$ cat src/rtl/hash_display_sequencer_if.sv
// Handshake bundle between the hash/button sources and the display select sequencer.
// The slave modport is the sequencer; the master modport is whatever drives it.
interface hash_display_sequencer_if;
  logic       hash_valid;
  logic       btn_next;
  logic       btn_prev;
  logic       auto_en;
  logic       show_normal;
  logic [3:0] control;
  logic       hash_ready;
  logic       wrap_done;

  modport master (
    output hash_valid, btn_next, btn_prev, auto_en, show_normal,
    input  control, hash_ready, wrap_done
  );

  modport slave (
    input  hash_valid, btn_next, btn_prev, auto_en, show_normal,
    output control, hash_ready, wrap_done
  );
endinterface

$ cat src/rtl/hash_display_sequencer.sv
// Selects normal data or one of the hash words for the display mux.
// Steps through the words on a dwell timer (AUTO) or on next/prev pulses (MANUAL).
module hash_display_sequencer #(
  parameter int DWELL_CYCLES = 100_000_000,
  parameter int NUM_WORDS    = 8,
  parameter int CNT_W        = 27
) (
  input  logic                    clk,
  input  logic                    rst,
  hash_display_sequencer_if.slave bus
);

  typedef enum logic [1:0] {
    ST_NORMAL = 2'd0,
    ST_MANUAL = 2'd1,
    ST_AUTO   = 2'd2
  } state_t;

  localparam logic [3:0]       LAST_WORD  = 4'(NUM_WORDS);
  localparam logic [CNT_W-1:0] DWELL_LAST = CNT_W'(DWELL_CYCLES - 1);

  state_t           state;
  state_t           state_next;
  logic [3:0]       idx;
  logic [3:0]       idx_next;
  logic [CNT_W-1:0] cnt;
  logic [CNT_W-1:0] cnt_next;
  logic             wrap_next;
  logic             step;
  logic [3:0]       control_q;
  logic             hash_ready_q;
  logic             wrap_done_q;

  function automatic logic [3:0] word_inc(input logic [3:0] w);
    word_inc = (w == LAST_WORD) ? 4'd1 : w + 4'd1;
  endfunction

  function automatic logic [3:0] word_dec(input logic [3:0] w);
    word_dec = (w == 4'd1) ? LAST_WORD : w - 4'd1;
  endfunction

  // Both buttons in one cycle cancel out.
  assign step = bus.btn_next ^ bus.btn_prev;

  always_comb begin
    state_next = state;
    idx_next   = idx;
    cnt_next   = cnt;
    wrap_next  = 1'b0;
    if (bus.show_normal) begin
      state_next = ST_NORMAL;
    end else if (bus.hash_valid) begin
      state_next = bus.auto_en ? ST_AUTO : ST_MANUAL;
      idx_next   = 4'd1;
      cnt_next   = '0;
    end else begin
      case (state)
        ST_NORMAL: begin
          // Leaving a forced-normal period resumes the held word unless a button restarts at word 1.
          if (hash_ready_q) begin
            state_next = bus.auto_en ? ST_AUTO : ST_MANUAL;
            cnt_next   = '0;
            if (bus.btn_next || bus.btn_prev) begin
              idx_next = 4'd1;
            end else begin
              idx_next = idx;
            end
          end else begin
            state_next = ST_NORMAL;
          end
        end
        ST_MANUAL, ST_AUTO: begin
          state_next = bus.auto_en ? ST_AUTO : ST_MANUAL;
          if (step) begin
            idx_next = bus.btn_next ? word_inc(idx) : word_dec(idx);
            cnt_next = '0;
          end else if (state == ST_AUTO && bus.auto_en) begin
            if (cnt == DWELL_LAST) begin
              cnt_next  = '0;
              idx_next  = word_inc(idx);
              wrap_next = (idx == LAST_WORD);
            end else begin
              cnt_next = cnt + CNT_W'(1);
            end
          end else begin
            cnt_next = '0;
          end
        end
        default: begin
          state_next = ST_NORMAL;
          idx_next   = 4'd1;
          cnt_next   = '0;
        end
      endcase
    end
  end

  always_ff @(posedge clk or posedge rst) begin
    if (rst) begin
      state        <= ST_NORMAL;
      idx          <= 4'd1;
      cnt          <= '0;
      control_q    <= 4'd0;
      hash_ready_q <= 1'b0;
      wrap_done_q  <= 1'b0;
    end else begin
      state        <= state_next;
      idx          <= idx_next;
      cnt          <= cnt_next;
      control_q    <= (state_next == ST_NORMAL) ? 4'd0 : idx_next;
      hash_ready_q <= hash_ready_q | (bus.hash_valid & ~bus.show_normal);
      wrap_done_q  <= wrap_next;
    end
  end

  assign bus.control    = control_q;
  assign bus.hash_ready = hash_ready_q;
  assign bus.wrap_done  = wrap_done_q;

endmodule

$ cat src/flat_wrapper.sv
// flat-port wrapper written by rule: the top's interface ports become plain ports
module hash_display_sequencer_flat 
#(
  parameter int DWELL_CYCLES = 100_000_000,
  parameter int NUM_WORDS    = 8,
  parameter int CNT_W        = 27
)
  (clk, rst, bus_hash_valid, bus_btn_next, bus_btn_prev, bus_auto_en, bus_show_normal, bus_control, bus_hash_ready, bus_wrap_done);
  hash_display_sequencer_if bus_i ();
  input  logic clk;
  input  logic rst;
  input wire logic [$bits(bus_i.hash_valid)-1:0] bus_hash_valid;
  input wire logic [$bits(bus_i.btn_next)-1:0] bus_btn_next;
  input wire logic [$bits(bus_i.btn_prev)-1:0] bus_btn_prev;
  input wire logic [$bits(bus_i.auto_en)-1:0] bus_auto_en;
  input wire logic [$bits(bus_i.show_normal)-1:0] bus_show_normal;
  output wire logic [$bits(bus_i.control)-1:0] bus_control;
  output wire logic [$bits(bus_i.hash_ready)-1:0] bus_hash_ready;
  output wire logic [$bits(bus_i.wrap_done)-1:0] bus_wrap_done;
  assign bus_i.hash_valid = bus_hash_valid;
  assign bus_i.btn_next = bus_btn_next;
  assign bus_i.btn_prev = bus_btn_prev;
  assign bus_i.auto_en = bus_auto_en;
  assign bus_i.show_normal = bus_show_normal;
  assign bus_control = bus_i.control;
  assign bus_hash_ready = bus_i.hash_ready;
  assign bus_wrap_done = bus_i.wrap_done;
  hash_display_sequencer #(.DWELL_CYCLES(DWELL_CYCLES), .NUM_WORDS(NUM_WORDS), .CNT_W(CNT_W)) u_core (.clk(clk), .rst(rst), .bus(bus_i));
endmodule
$ cat config.mk
export PLATFORM = sky130hd
export DESIGN_NAME = hash_display_sequencer_flat
export DESIGN_NICKNAME = d
export VERILOG_FILES = /design/src/rtl/hash_display_sequencer_if.sv /design/src/rtl/hash_display_sequencer.sv /design/src/flat_wrapper.sv
export SDC_FILE = /design/constraint.sdc
export NUM_CORES = 1
export LEC_CHECK = 0
export ABC_CLOCK_PERIOD_IN_PS = 2200
export CAP_MARGIN = 0
export CELL_PAD_IN_SITES_DETAIL_PLACEMENT = 1
export CELL_PAD_IN_SITES_GLOBAL_PLACEMENT = 2
export CORE_AREA = 2 2 83 85
export DETAILED_ROUTE_END_ITERATION = 10
export DIE_AREA = 0 0 85 87
export HOLD_SLACK_MARGIN = 0.1
export PLACE_DENSITY = 0.75
export SETUP_SLACK_MARGIN = 0.5
export SYNTH_ARGS = -nofsm -noshare
export SYNTH_HDL_FRONTEND = slang
export SYNTH_SLANG_ARGS = --single-unit
$ cat constraint.sdc
create_clock -name clk -period 2.2 [get_ports clk]
set_input_delay 0.44 -clock clk [delete_from_list [all_inputs] [get_ports clk]]
set_output_delay 0.44 -clock clk [all_outputs]
set_load 0.005 [all_outputs]
**Word-level counts from Yosys, hierarchy flattened**

Cells that the tools add are included.

- Eq/ne operators: 6
- Bitwise gates (word level): 4
- Reductions and logical operators: 6
- Muxes and demuxes: 29
- Add/sub/neg operators: 3

Operator list:

| cell | number |
|---|---|
| 27-bit two-way mux | 5 |
| 27-bit case mux with 2 select lines | 1 |
| 4-bit two-way mux | 11 |
| 27-bit by 1-bit adder with 27-bit output (second input constant) | 1 |
| 27-bit == test (second input constant) | 1 |
| 2-bit two-way mux | 4 |
| 4-bit case mux with 2 select lines | 1 |
| 1-bit two-way mux | 6 |
| 4-bit by 1-bit adder with 4-bit output (second input constant) | 1 |
| 4-bit by 1-bit == test with 1-bit output (second input constant) | 1 |
| 4-bit == test (second input constant) | 1 |
| 2-bit zero test | 2 |
| 2-bit case mux with 2 select lines | 1 |
| 4-bit by 1-bit subtractor with 4-bit output (second input constant) | 1 |
| 3-bit by 2-bit != test with 1-bit output (second input constant) | 1 |
| 2-bit by 1-bit == test with 1-bit output (second input constant) | 1 |
| 2-bit == test (second input constant) | 1 |
| 2-bit AND reduction | 1 |
| 2-bit OR reduction | 1 |
| 1-bit bitwise AND | 1 |
| 1-bit logical AND | 1 |
| 1-bit logical OR | 1 |
| 1-bit inverter | 1 |
| 1-bit OR | 1 |
| 1-bit bitwise XOR | 1 |

- Output and inout port bits: 6
- Input bits: 7
- Word-level logic and storage cells: 54
- Register bits: 39

**Logic depth before layout (Yosys ltp)**

Gate-level depths: netlist (run 1).

- Depth after elaboration: 9
- Gate-level depth with buffers: 9
- Mapped depth without buffers: 7

**Worst setup path after synthesis (run 1)**

Ideal clock, no wire load.

- Path kind: input port to flip-flop
- From: in bus_btn_prev
- To: reg u_core.cnt[16]
- Data arrival time: 1.845 ns
- Library setup time: 0.071 ns
- Setup slack: 0.284 ns
- Buffers on the path: 2
- Cell stages on the path: 9
- Cells stage by stage: inv_1 > ha_1 > nand2b_1 > nor3_1 > o21ai_2 > and2_1 > buf_6 > buf_6 > nor2_1

- Word-level cells in the longest chain between the ends: 4

RTL lines:

| element | RTL line | source |
|---|---|---|
| from (decl) | flat_wrapper.sv:14 | `input wire logic [$bits(bus_i.btn_prev)-1:0] bus_btn_prev;` |
| 1-bit bitwise XOR | hash_display_sequencer.sv:43 | `assign step = bus.btn_next ^ bus.btn_prev;` |
| 27-bit two-way mux | hash_display_sequencer.sv:74 | `if (step) begin` |
| 27-bit case mux with 2 select lines | hash_display_sequencer.sv:57 | `case (state)` |
| 27-bit two-way mux | hash_display_sequencer.sv:52 | `end else if (bus.hash_valid) begin` |
| to (signal assigned) | hash_display_sequencer.sv:109 | `cnt <= cnt_next;` |
| to (decl) | hash_display_sequencer.sv:26 | `logic [CNT_W-1:0] cnt;` |

Every way passes these cells.
A chain may end at the register's enable or synchronous reset.

**Final worst setup path (run 1)**

- From: reg u_core.cnt[1]
- To: reg u_core.cnt[26]

- Word-level cells in the longest chain between the ends: 6

RTL lines:

| element | RTL line | source |
|---|---|---|
| 27-bit by 1-bit adder with 27-bit output / 27-bit == test (equally long branches) | hash_display_sequencer.sv:83, hash_display_sequencer.sv:78 |  |
| 27-bit two-way mux * | hash_display_sequencer.sv:78 | `if (cnt == DWELL_LAST) begin` |
| 27-bit two-way mux * | hash_display_sequencer.sv:77 | `end else if (state == ST_AUTO && bus.auto_en) begin` |
| 27-bit two-way mux * | hash_display_sequencer.sv:74 |  |
| 27-bit case mux with 2 select lines * | hash_display_sequencer.sv:57 |  |
| 27-bit two-way mux * | hash_display_sequencer.sv:52 |  |

Mark *: on every way between the ends. The rest lies on a longest branch, timed or not.

==> summary.txt, run 1 <==
Status
  – Status: complete, no violations

CTS
  – Root buf cell: clkbuf_8
  – TritonCTS clock tree: built
  – Skew-Pair Late Insertion Delay: 0.30 ns
  – Reg clk slew, reported paths: 0.09 ns
  – Clk sinks: 39
  – Clock tree buffer depth: 2
  – TritonCTS Buffers: 5
  – H-tree Lvls: 2

Routing
  – Wirelength per Cell: 17.6 um
  – Starting DRT DRC Count: between 100 and 150
  – Antenna viol nets, final: 0
  – DRT Pass-1 Iters: 4
  – DRC violations left: 0
  – Vias/cell: around 5.5
  – Via Count: ~2200
  – Wirelength, routed: a little over 7000 um

Synthesis
  – Synth top area share: 39.5%
  – Synth top area cells: dfrtp_1 40%, xor2_1 4.7%, nor2_1 4.5%, nand4_1 4.4%, ha_1 4.2%
  – Mux contribution to synthesized area: under 10%
  – Main combinational cell family by area after synthesis: simple AND/OR/NAND/NOR gates
  – Number of synthesized register bits: 39
  – Synth Area in Compound Gates: about an eighth
  – Post-Synth Adder-Cell Area: between 4 and 5%
  – Yosys warns: 0
  – Synth Instances: approximately 260
  – Post-Synth Simple-Gate Area: 31.0%
  – Synth Area in XOR/XNOR: under 10%
  – Area leader, netlist: dfrtp_1
  – Post-synthesis sequential area ratio: roughly two fifths
  – Synthesized area per cell: approximately 9.1 um2
  – Number of flops mapped to enable cells by yosys: 0
  – Netlist cell types: 52
  – Ys flop type: dfrtp_1
  – Mapped cell area: 2400 um2
  – Mapped Nets: approximately 280
  – Synth async-reset ratio: 100%

Pwr
  – P per Cell Area: 484 nW/um2
  – Pint: approximately 1.2 mW
  – Seq pwr share: about 45%
  – Sw power: 0.472 mW
  – Gate power share: between 10% and 20%
  – Max IR drop VDD: 326 uV
  – Leak Pwr: between 1 and 1.5 nW
  – Sw Share: roughly 28%
  – Clk network pwr share: between 30% and 40%

Timing
  – Slew margin rel.: roughly two thirds
  – Worst setup margin: ~0.31 ns
  – RSZ-0062 raised after global routing: yes
  – Final min period: approximately 1.9 ns
  – Hold slack: 0.559 ns
  – Fin crit share: around 86%
  – Setup violations, final: 0
  – Worst Skew: between 0.007 and 0.008 ns
  – Transition time of the tightest slew-check pin: between 0.5 and 0.6 ns
  – Peak Freq: 530 MHz
  – Pins Over Slew Limit: 0
  – Final-report hold violation count: 0
  – Final setup TNS: 0 ns

Finish
  – Core Util, Final: a little over half
  – Synthesis-to-finish area growth: 45.2%
  – Most common cell after layout, fill and taps aside: buf_4
  – Fin nets: roughly 340
  – # diodes: 0
  – Post-Layout Inst Area: roughly 3500 um2
  – Layout cells sized above 1: between 30 and 40%
  – Commonest cells after routing, fill and taps aside: 44 x buf_4, 33 x dfrtp_1, 17 x nand4_1, 17 x nand2_1

Die
  – Starting Density: a little over a third
  – Core ar.: 6570 um2
  – Standard-cell row count: 30
  – Die area: between 7000 and 8000 um2
  – Chip height: ~87 um
  – Die X-Extent: about 85 um
  – IO Pins: 13

Global route
  – M2 GR Usage: a little under a third
  – Initial antenna violation count: 0
  – First-pass GRT wire length: around 12000 um
  – Gr usage total: between 20% and 30%
  – Top Usage Layer GRT: met2
  – Met3 GRT Util: 3.13%
  – Met1 GRT Util: ~29%
  – Global route overflow: 0
  – Vias in the first global route: roughly 2300
  – Largest net degree at the start of global routing: 40

Worst setup path
  – Crit path capture type: flip-flop
  – Arrival @ worst endpoint: about 2.1 ns
  – RR Startpoint: u_core.cnt[1]
  – Crit Path Max Fanout: 8
  – Req. time, crit path: ~2.4 ns
  – Critical path class: flip-flop to flip-flop
  – CP Launch Type: flip-flop
  – Critical Path Start: u_core.cnt[1]

Placement
  – Setup Slack @ Placement: -0.0930 ns
  – # port buffers: 12
  – Post-placement cell area: roughly 2800 um2
  – DP Wirelength: ~4600 um
  – GPL Wtd Cong: between 0.7 and 0.8

Flow run
  – Max Cap Viol: 0

Hold path
  – Hold Crit Class: input pin to async pin
## critical path, stage by stage (launching register included)
cell and delay [ns]:
dfrtp_1 0.43, ha_4 0.20, and3_1 0.16, nand4_1 0.20
o21ai_4 0.31, and2_4 0.24, clkbuf_16 0.18, a21oi_2 0.04
## timing repair
item	in CTS	in global routing
gates resized for setup	59	33
hold buffers	0	0
pin swaps	30	19
cloned	0	1
buffers inserted	19	9
setup endpoints to repair	36	36
## cell usage after synthesis (2+ instances only)
cell type and n:
buf_4 2, nor3_1 7, xnor2_1 5, clkbuf_1 3, or4_1 2, buf_2 3, nor4b_1 2, inv_1 9
and4_1 6, a22o_1 5, buf_6 2, o21bai_1 2, nor4_1 2, o211ai_1 2, nand3_1 12, ha_1 8
and2_1 7, a21oi_1 6, xor2_1 13, nor3_2 2, dfrtp_1 38, nor2b_1 6, o2bb2ai_1 2, nor2_1 29
nand2b_1 6, o21a_1 2, mux2i_1 2, nand4b_1 2, and3_1 9, or3_1 2, nand4_1 17, nand2_1 17
o21ai_0 13
## flip-flops by register name, summed over array words and instances (netlist names)
signal / flops
u_core.bus.hash_ready: 1
u_core.bus.control: 4
u_core.bus.wrap_done: 1
u_core.cnt: 27
u_core.idx: 4
u_core.state: 2
## stage by stage
stage / total power, mW / cells
after floorplan: 0.896 / 264
after global placement: 0.983 / 371
after detailed placement: 0.987 / 371
after CTS: 1.68 / 398
after global routing: 1.76 / 408
final: 1.69 / 408
## worst paths after layout
check                                             end  slack, ns  depth (start not counted)
min in group clk                u_core.bus.hash_ready       0.56                          1
max in group asynchronous               u_core.cnt[8]       1.23                          3
worst max-delay path                   u_core.cnt[26]       0.31                          7
worst min register to register  u_core.bus.hash_ready       0.56                          1
worst max register to register         u_core.cnt[26]       0.31                          7
worst min-delay path                    u_core.idx[1]       0.56                          3
## routing by layer
metal / wire [um] / vias up
li1: - / 1083
met1: 3500 / 1143
met2: 3510 / 17
met3: 103 / 5
met4: 79 / 0
met5: 0 / -
## power groups by stage
stage                     clock network, mW  registers (mW)  logic, mW
after floorplan                           0           0.757      0.139
after global placement                    0           0.766      0.216
after detailed placement                  0           0.766      0.221
after CTS                             0.647           0.752      0.286
after global routing                  0.677           0.756      0.328
final                                 0.633           0.753      0.305
## cells by family (layout without fill, tap and decap cells)
family | after synthesis | count (layout)
buf+inv | 19 | 83
mux | 3 | 3
flops | 39 | 39
fa+ha+maj | 8 | 8
simple gates | 134 | 134
compound gates | 43 | 43
xor+xnor | 18 | 18
## final cells by class
type	count	area, um2
fill	749	3080
multi-input combinational	206	1670
sequential	39	983
timing repair buffer	66	593
tap	80	100
clock buffer	5	68.8
clock inverter	3	43.8
inverter	9	33.8
(Power assumes the default switching activity.)
==> run 2: changes to the inputs <==
Settings changed: CAP_MARGIN 0 to 20, CORE_AREA 2 2 83 85 to 2 2 81 83, DIE_AREA 0 0 85 87 to 0 0 83 85, DONT_BUFFER_PORTS set to 1, PLACE_DENSITY 0.75 to 0.74.
==> run 2 against run 1 <==
Sequential share of layout area grew 2.4 points. Sequential power is essentially flat. Sequential cell count is the same. Register-to-register slack lost 0.10 ns. Via count shrank 2.6%. Non-clock buffer count shrank 22. Maximum frequency shrank 5.0%. Hold slack lost 0.40 ns. Largest power group unchanged.
==> summary.txt, run 2 (synthesis results as in run 1) <==
Pwr
  – P per Cell Area: 541 nW/um2 (was 484 nW/um2)
  – Leak Pwr: 1.36 nW (was 1.44 nW)
  – Max IR drop VDD: 466 uV (was 326 uV)

CTS
  – Root buf cell: clkbuf_8 (unchanged)
  – Reg clk slew, reported paths: 0.08 ns (was 0.09 ns)
  – TritonCTS Buffers: 5 (unchanged)
  – Skew-Pair Late Insertion Delay: 0.30 ns (about the same)
  – TritonCTS clock tree: built (unchanged)
  – Clock tree buffer depth: 2 (unchanged)
  – Clk sinks: 39 (unchanged)
  – H-tree Lvls: 2 (unchanged)

Die
  – Standard-cell row count: 29 (was 30)
  – IO Pins: 13 (unchanged)
  – Chip height: 85 um (was 87 um)
  – Core ar.: 6200 um2 (was 6570 um2)
  – Die X-Extent: 83 um (was 85 um)
  – Die area: 7060 um2 (was 7400 um2)
  – Starting Density: 38.8% (was 36.6%)

Timing
  – Transition time of the tightest slew-check pin: 0.529 ns (was 0.530 ns)
  – Worst Skew: 0.00573 ns (was 0.00782 ns)
  – Hold slack: 0.161 ns (was 0.559 ns)
  – Pins Over Slew Limit: 0 (unchanged)
  – Slew margin rel.: 64.8% (was 64.7%)
  – Final-report hold violation count: 0 (unchanged)
  – Final setup TNS: 0 ns (unchanged)
  – Peak Freq: 503 MHz (was 530 MHz)
  – Setup violations, final: 0 (unchanged)
  – Final min period: 1.99 ns (was 1.89 ns)
  – RSZ-0062 raised after global routing: yes (unchanged)
  – Fin crit share: 90.3% (was 85.7%)

Worst setup path
  – Crit path capture type: flip-flop (unchanged)
  – Crit Path Max Fanout: 6 (was 8)
  – CP Launch Type: flip-flop (unchanged)
  – Req. time, crit path: 2.39 ns (about the same)
  – Critical path class: flip-flop to flip-flop (unchanged)
  – Arrival @ worst endpoint: 2.17 ns (was 2.08 ns)

Finish
  – Most common cell after layout, fill and taps aside: dfrtp_1 (was buf_4)
  – Top reg by flops: u_core.cnt (unchanged)
  – Fin nets: 320 (was 342)
  – Max reg flops: 27 (unchanged)
  – # diodes: 0 (unchanged)
  – Synthesis-to-finish area growth: 33.1% (was 45.2%)
  – Commonest cells after routing, fill and taps aside: 37 x dfrtp_1, 32 x buf_4, 17 x nand4_1, 17 x nand2_1, 15 x nor2_1 (was 44 x buf_4, 33 x dfrtp_1, 17 x nand4_1, 17 x nand2_1)
  – Core Util, Final: 51.6% (was 53.2%)
  – Layout cells sized above 1: 36.3% (was 39.6%)

Routing
  – Antenna viol nets, final: 0 (unchanged)
  – Wirelength, routed: 7280 um (was 7190 um)
  – Vias/cell: 5.72 (was 5.51)
  – Via Count: 2189 (was 2248)
  – DRT Pass-1 Iters: 4 (unchanged)
  – DRC violations left: 0 (unchanged)
  – Starting DRT DRC Count: 85 (was 105)
  – Wirelength per Cell: 19.0 um (was 17.6 um)

Placement
  – DP Wirelength: 4490 um (was 4640 um)
  – # port buffers: 0 (was 12)
  – GPL Wtd Cong: 0.797 (was 0.742)

Flow run
  – Max Cap Viol: 0 (unchanged)

Hold path
  – Hold Crit Class: input pin to async pin (unchanged)

Global route
  – Global route overflow: 0 (unchanged)
  – Initial antenna violation count: 0 (unchanged)
  – First-pass GRT wire length: 12100 um (was 11700 um)
  – Largest net degree at the start of global routing: 40 (unchanged)
  – Gr usage total: 21.5% (was 20.2%)
  – Vias in the first global route: 2242 (was 2289)

Status
  – Status: complete, no violations (unchanged)
run 2: through the flow:
step	worst slack (ns)	total power [mW]	cells	area (um2)
after floorplan	0.375	0.896	264	2490
after global placement	0.213	0.938	343	2610
after detailed placement	0.160	0.940	343	2610
after CTS	0.319	1.73	378	3110
after global routing	0.0757	1.81	383	3200
final	0.213	1.73	383	3200
run 2: per-layer routing:
metal	global-route usage, %	up-vias	part of all wire, %
met2	34.8	37	47
met5	0	-	0
met4	4.92	0	1.2
li1	-	1041	-
met1	30.2	1100	49
met3	3.70	11	2.7
run 2: critical path: stages, from the launching register on:
cell,delay [ns]
dfrtp_1,0.42
nor4b_2,0.29
nand4_1,0.17
buf_6,0.17
buf_4,0.14
o21ai_4,0.18
buf_6,0.17
buf_6,0.11
o21ai_2,0.04
a22o_1,0.19
run 2: what timing repair did:
| action | CTS | global route |
|---|---|---|
| setup endpoints to repair | 35 | 35 |
| resized for setup | 56 | 16 |
| pin swaps | 32 | 18 |
| buffers inserted | 25 | 5 |
| gates cloned | 2 | 0 |
| hold buffers | 0 | 0 |
run 2: cell type report:
type	count	area (um2)
clock inverter	2	60.1
fill	699	3000
inverter	9	33.8
sequential	39	978
timing repair buffer	44	375
multi-input combinational	206	1580
clock buffer	6	72.6
tap	77	96.3
run 2: final timing paths:
kind | start | to | slack, ns | cells past startpoint
max reg2reg | u_core.cnt[11] | u_core.cnt[2] | 0.21 | 9
min | rst | u_core.cnt[18] | 0.16 | 2
max | u_core.cnt[11] | u_core.cnt[2] | 0.21 | 9
min reg2reg | u_core.cnt[1] | u_core.cnt[1] | 0.55 | 2
min in group clk | bus_auto_en | u_core.state[0] | 0.19 | 1
max in group asynchronous | rst | u_core.cnt[8] | 1.65 | 2
run 2: power by group:
part	switching, mW	internal [mW]
logic	0.131	0.118
clock network	0.277	0.454
registers	0.0201	0.731
==> run 3: changes to the inputs <==
==> constraint.sdc (replaced) <==
create_clock -name clk -period 2.2 [get_ports clk]
set_input_delay 0.44 -clock clk [delete_from_list [all_inputs] [get_ports clk]]
set_output_delay 0.44 -clock clk [all_outputs]
set_load 0.1 [all_outputs]
==> run 3 against run 2 <==
Routed wire length is 3.0% higher. Sequential power hardly changed. Sequential cell count stayed put. Register-to-register slack better by 0.03 ns.
==> summary.txt, run 3 (synthesis results as in run 1) <==
Finish
  – Post-Layout Inst Area: 3220 um2 (was 3200 um2)
  – Non-Filler Instances: 389 (was 383)
  – Most common cell after layout, fill and taps aside: buf_4 (was dfrtp_1)
  – Fin nets: 326 (was 320)
  – Top reg by flops: u_core.cnt (unchanged)
  – Layout cells sized above 1: 36.2% (was 36.3%)
  – Area of the multi-input gates: 1600 um2 (was 1580 um2)
  – Max reg flops: 27 (unchanged)
  – Register area: 986 um2 (was 978 um2)
  – # diodes: 0 (unchanged)
  – Filler cells: 712 (was 699)
  – Synthesis-to-finish area growth: 34.1% (was 33.1%)
  – Commonest cells after routing, fill and taps aside: 37 x buf_4, 33 x dfrtp_1, 25 x nor2_1, 17 x nand4_1, 17 x nand2_1 (was 37 x dfrtp_1, 32 x buf_4, 17 x nand4_1, 17 x nand2_1, 15 x nor2_1)

Timing
  – Setup violations, final: 0 (unchanged)
  – RSZ-0062 raised after global routing: yes (unchanged)
  – Final-report hold violation count: 0 (unchanged)
  – Pins Over Slew Limit: 0 (unchanged)
  – Final setup TNS: 0 ns (unchanged)
  – Transition time of the tightest slew-check pin: 0.528 ns (was 0.529 ns)
  – Fin crit share: 88.8% (was 90.3%)
  – Worst Skew: 0.00466 ns (was 0.00573 ns)
  – Slew margin rel.: 64.8% (about the same)
  – Peak Freq: 512 MHz (was 503 MHz)
  – Final min period: 1.95 ns (was 1.99 ns)

Die
  – Die area: 7060 um2 (unchanged)
  – Standard-cell row count: 29 (unchanged)
  – Core ar.: 6200 um2 (unchanged)
  – IO Pins: 13 (unchanged)
  – Starting Density: 38.8% (unchanged)
  – Chip height: 85 um (unchanged)
  – Die X-Extent: 83 um (unchanged)

Routing
  – Starting DRT DRC Count: 130 (was 85)
  – Antenna viol nets, final: 0 (unchanged)
  – Wirelength, routed: 7500 um (was 7280 um)
  – DRC violations left: 0 (unchanged)
  – Wirelength per Cell: 19.3 um (was 19.0 um)
  – Via Count: 2213 (was 2189)
  – DRT Pass-1 Iters: 4 (unchanged)
  – Vias/cell: 5.69 (was 5.72)

CTS
  – Clock tree buffer depth: 2 (unchanged)
  – TritonCTS clock tree: built (unchanged)
  – # hold bufs at CTS: 0 (unchanged)
  – Clk sinks: 39 (unchanged)
  – TritonCTS Buffers: 5 (unchanged)
  – Reg clk slew, reported paths: 0.08 ns (about the same)
  – Skew-Pair Late Insertion Delay: 0.29 ns (was 0.30 ns)
  – H-tree Lvls: 2 (unchanged)
  – Root buf cell: clkbuf_8 (unchanged)

Worst setup path
  – Req. time, crit path: 2.39 ns (about the same)
  – Crit path capture type: flip-flop (unchanged)
  – CP Launch Type: flip-flop (unchanged)
  – Slowest stage cell, crit path: dfrtp_2 (was dfrtp_1)
  – Critical path class: flip-flop to flip-flop (unchanged)
  – Cell Chain, Critical Path: nor4b_4 -> nand4_1 -> buf_4 -> o21ai_4 -> o21ai_1 -> a22o_1 (was nor4b_2 -> nand4_1 -> buf_6 -> buf_4 -> o21ai_4 -> buf_6 -> buf_6 -> o21ai_2 -> a22o_1)
  – CP peak stage delay: 0.43 ns (was 0.42 ns)
  – Arrival @ worst endpoint: 2.14 ns (was 2.17 ns)
  – Crit Path Max Fanout: 4 (was 6)

Placement
  – Post-placement cell area: 2660 um2 (was 2610 um2)
  – Dpl cells: 349 (was 343)
  – DP Wirelength: 4570 um (was 4490 um)
  – GPL Wtd Cong: 0.769 (was 0.797)
  – # port buffers: 0 (unchanged)

Pwr
  – Post-layout total power: 1.52 mW (was 1.73 mW)
  – Seq pwr share: 49.5% (was 43.4%)
  – Leak Pwr: 1.38 nW (was 1.36 nW)
  – Max IR drop VDD: 282 uV (was 466 uV)
  – Sw power: 0.446 mW (was 0.428 mW)
  – Clk network pwr share: 31.9% (was 42.2%)
  – Sw Share: 29.3% (was 24.7%)
  – P per Cell Area: 472 nW/um2 (was 541 nW/um2)
  – Pint: 1.08 mW (was 1.30 mW)
  – Gate power share: 18.7% (was 14.4%)

Global route
  – Global route overflow: 0 (unchanged)
  – First-pass GRT wire length: 11200 um (was 12100 um)
  – Gr usage total: 19.8% (was 21.5%)
  – Initial antenna violation count: 0 (unchanged)
  – Vias in the first global route: 2246 (was 2242)
  – Largest net degree at the start of global routing: 40 (unchanged)

Flow run
  – Max Cap Viol: 0 (unchanged)

Hold path
  – Hold Crit Class: input pin to async pin (unchanged)

Status
  – Status: complete, no violations (unchanged)
run 3: cell types whose count changed in the layout (fill, tap and decap cells not counted), sizes merged:
cell	previous run	this run
clkbuf	6	8
bufinv	2	0
buf	44	48
clkinv	0	1
o21ai	14	15
run 3: power groups by stage:
stage	Clock (mW)	Sequential, mW	Combinational, mW
floorplan	0	0.787	0.139
global placement	0	0.767	0.208
detailed placement	0	0.767	0.212
CTS	0.504	0.751	0.261
global route	0.534	0.756	0.307
finish	0.485	0.753	0.284
run 3: cell type report:
class                      instances  area share, %
inverter                           9           1.05
tap                               77           2.99
multi-input combinational        207           49.7
sequential                        39           30.6
clock buffer                       7           2.37
clock inverter                     1          0.155
timing repair buffer              49           13.1
run 3: timing repair:
action                                 in CTS  in global routing
pin swaps                                  12                 30
setup endpoints to repair                  35                 35
buffers inserted                           17                 13
endpoints found under the hold margin       0                  0
gates resized for setup                    23                 46
gates cloned                                0                  2
run 3: per-layer routing:
metal / track usage (%) / wire, um / up-vias
met2: 33.7 / 3550 / 35
met4: 3.58 / 113 / 0
met3: 3.60 / 204 / 9
li1: - / - / 1053
met1: 26.6 / 3630 / 1116
met5: 0 / 0 / -
run 3: worst max-delay path: cells and delay by family, from the launching register on:
kind	cells	cell delay [ns]
flops	1	0.43
simple gates	2	0.66
compound gates	3	0.53
buf+inv	1	0.23
run 3: path summary, 6_finish.rpt:
kind	from	to	slack (ns)	cells after the start
worst max-delay path	u_core.cnt[25]	u_core.cnt[5]	0.25	6
worst min-delay path	rst	u_core.bus.control[3]	0.16	2
worst max register to register	u_core.cnt[25]	u_core.cnt[5]	0.25	6
min in group clk	bus_auto_en	u_core.state[0]	0.20	1
max in group asynchronous	rst	u_core.bus.hash_ready	1.62	2
worst min register to register	u_core.cnt[1]	u_core.cnt[1]	0.54	2
run 3: stage by stage:
stage / utilization [%] / hold slack [ns] / worst slack (ns)
6_report: 52.0 / 0.157 / 0.246
5_1_grt: 52.0 / 0.197 / 0.140
4_1_cts: 47.7 / 0.182 / 0.330
3_5_place_dp: 42.9 / 0.496 / 0.168
3_3_place_gp: 42.9 / 0.493 / 0.208
2_1_floorplan: - / 0.489 / 0.367
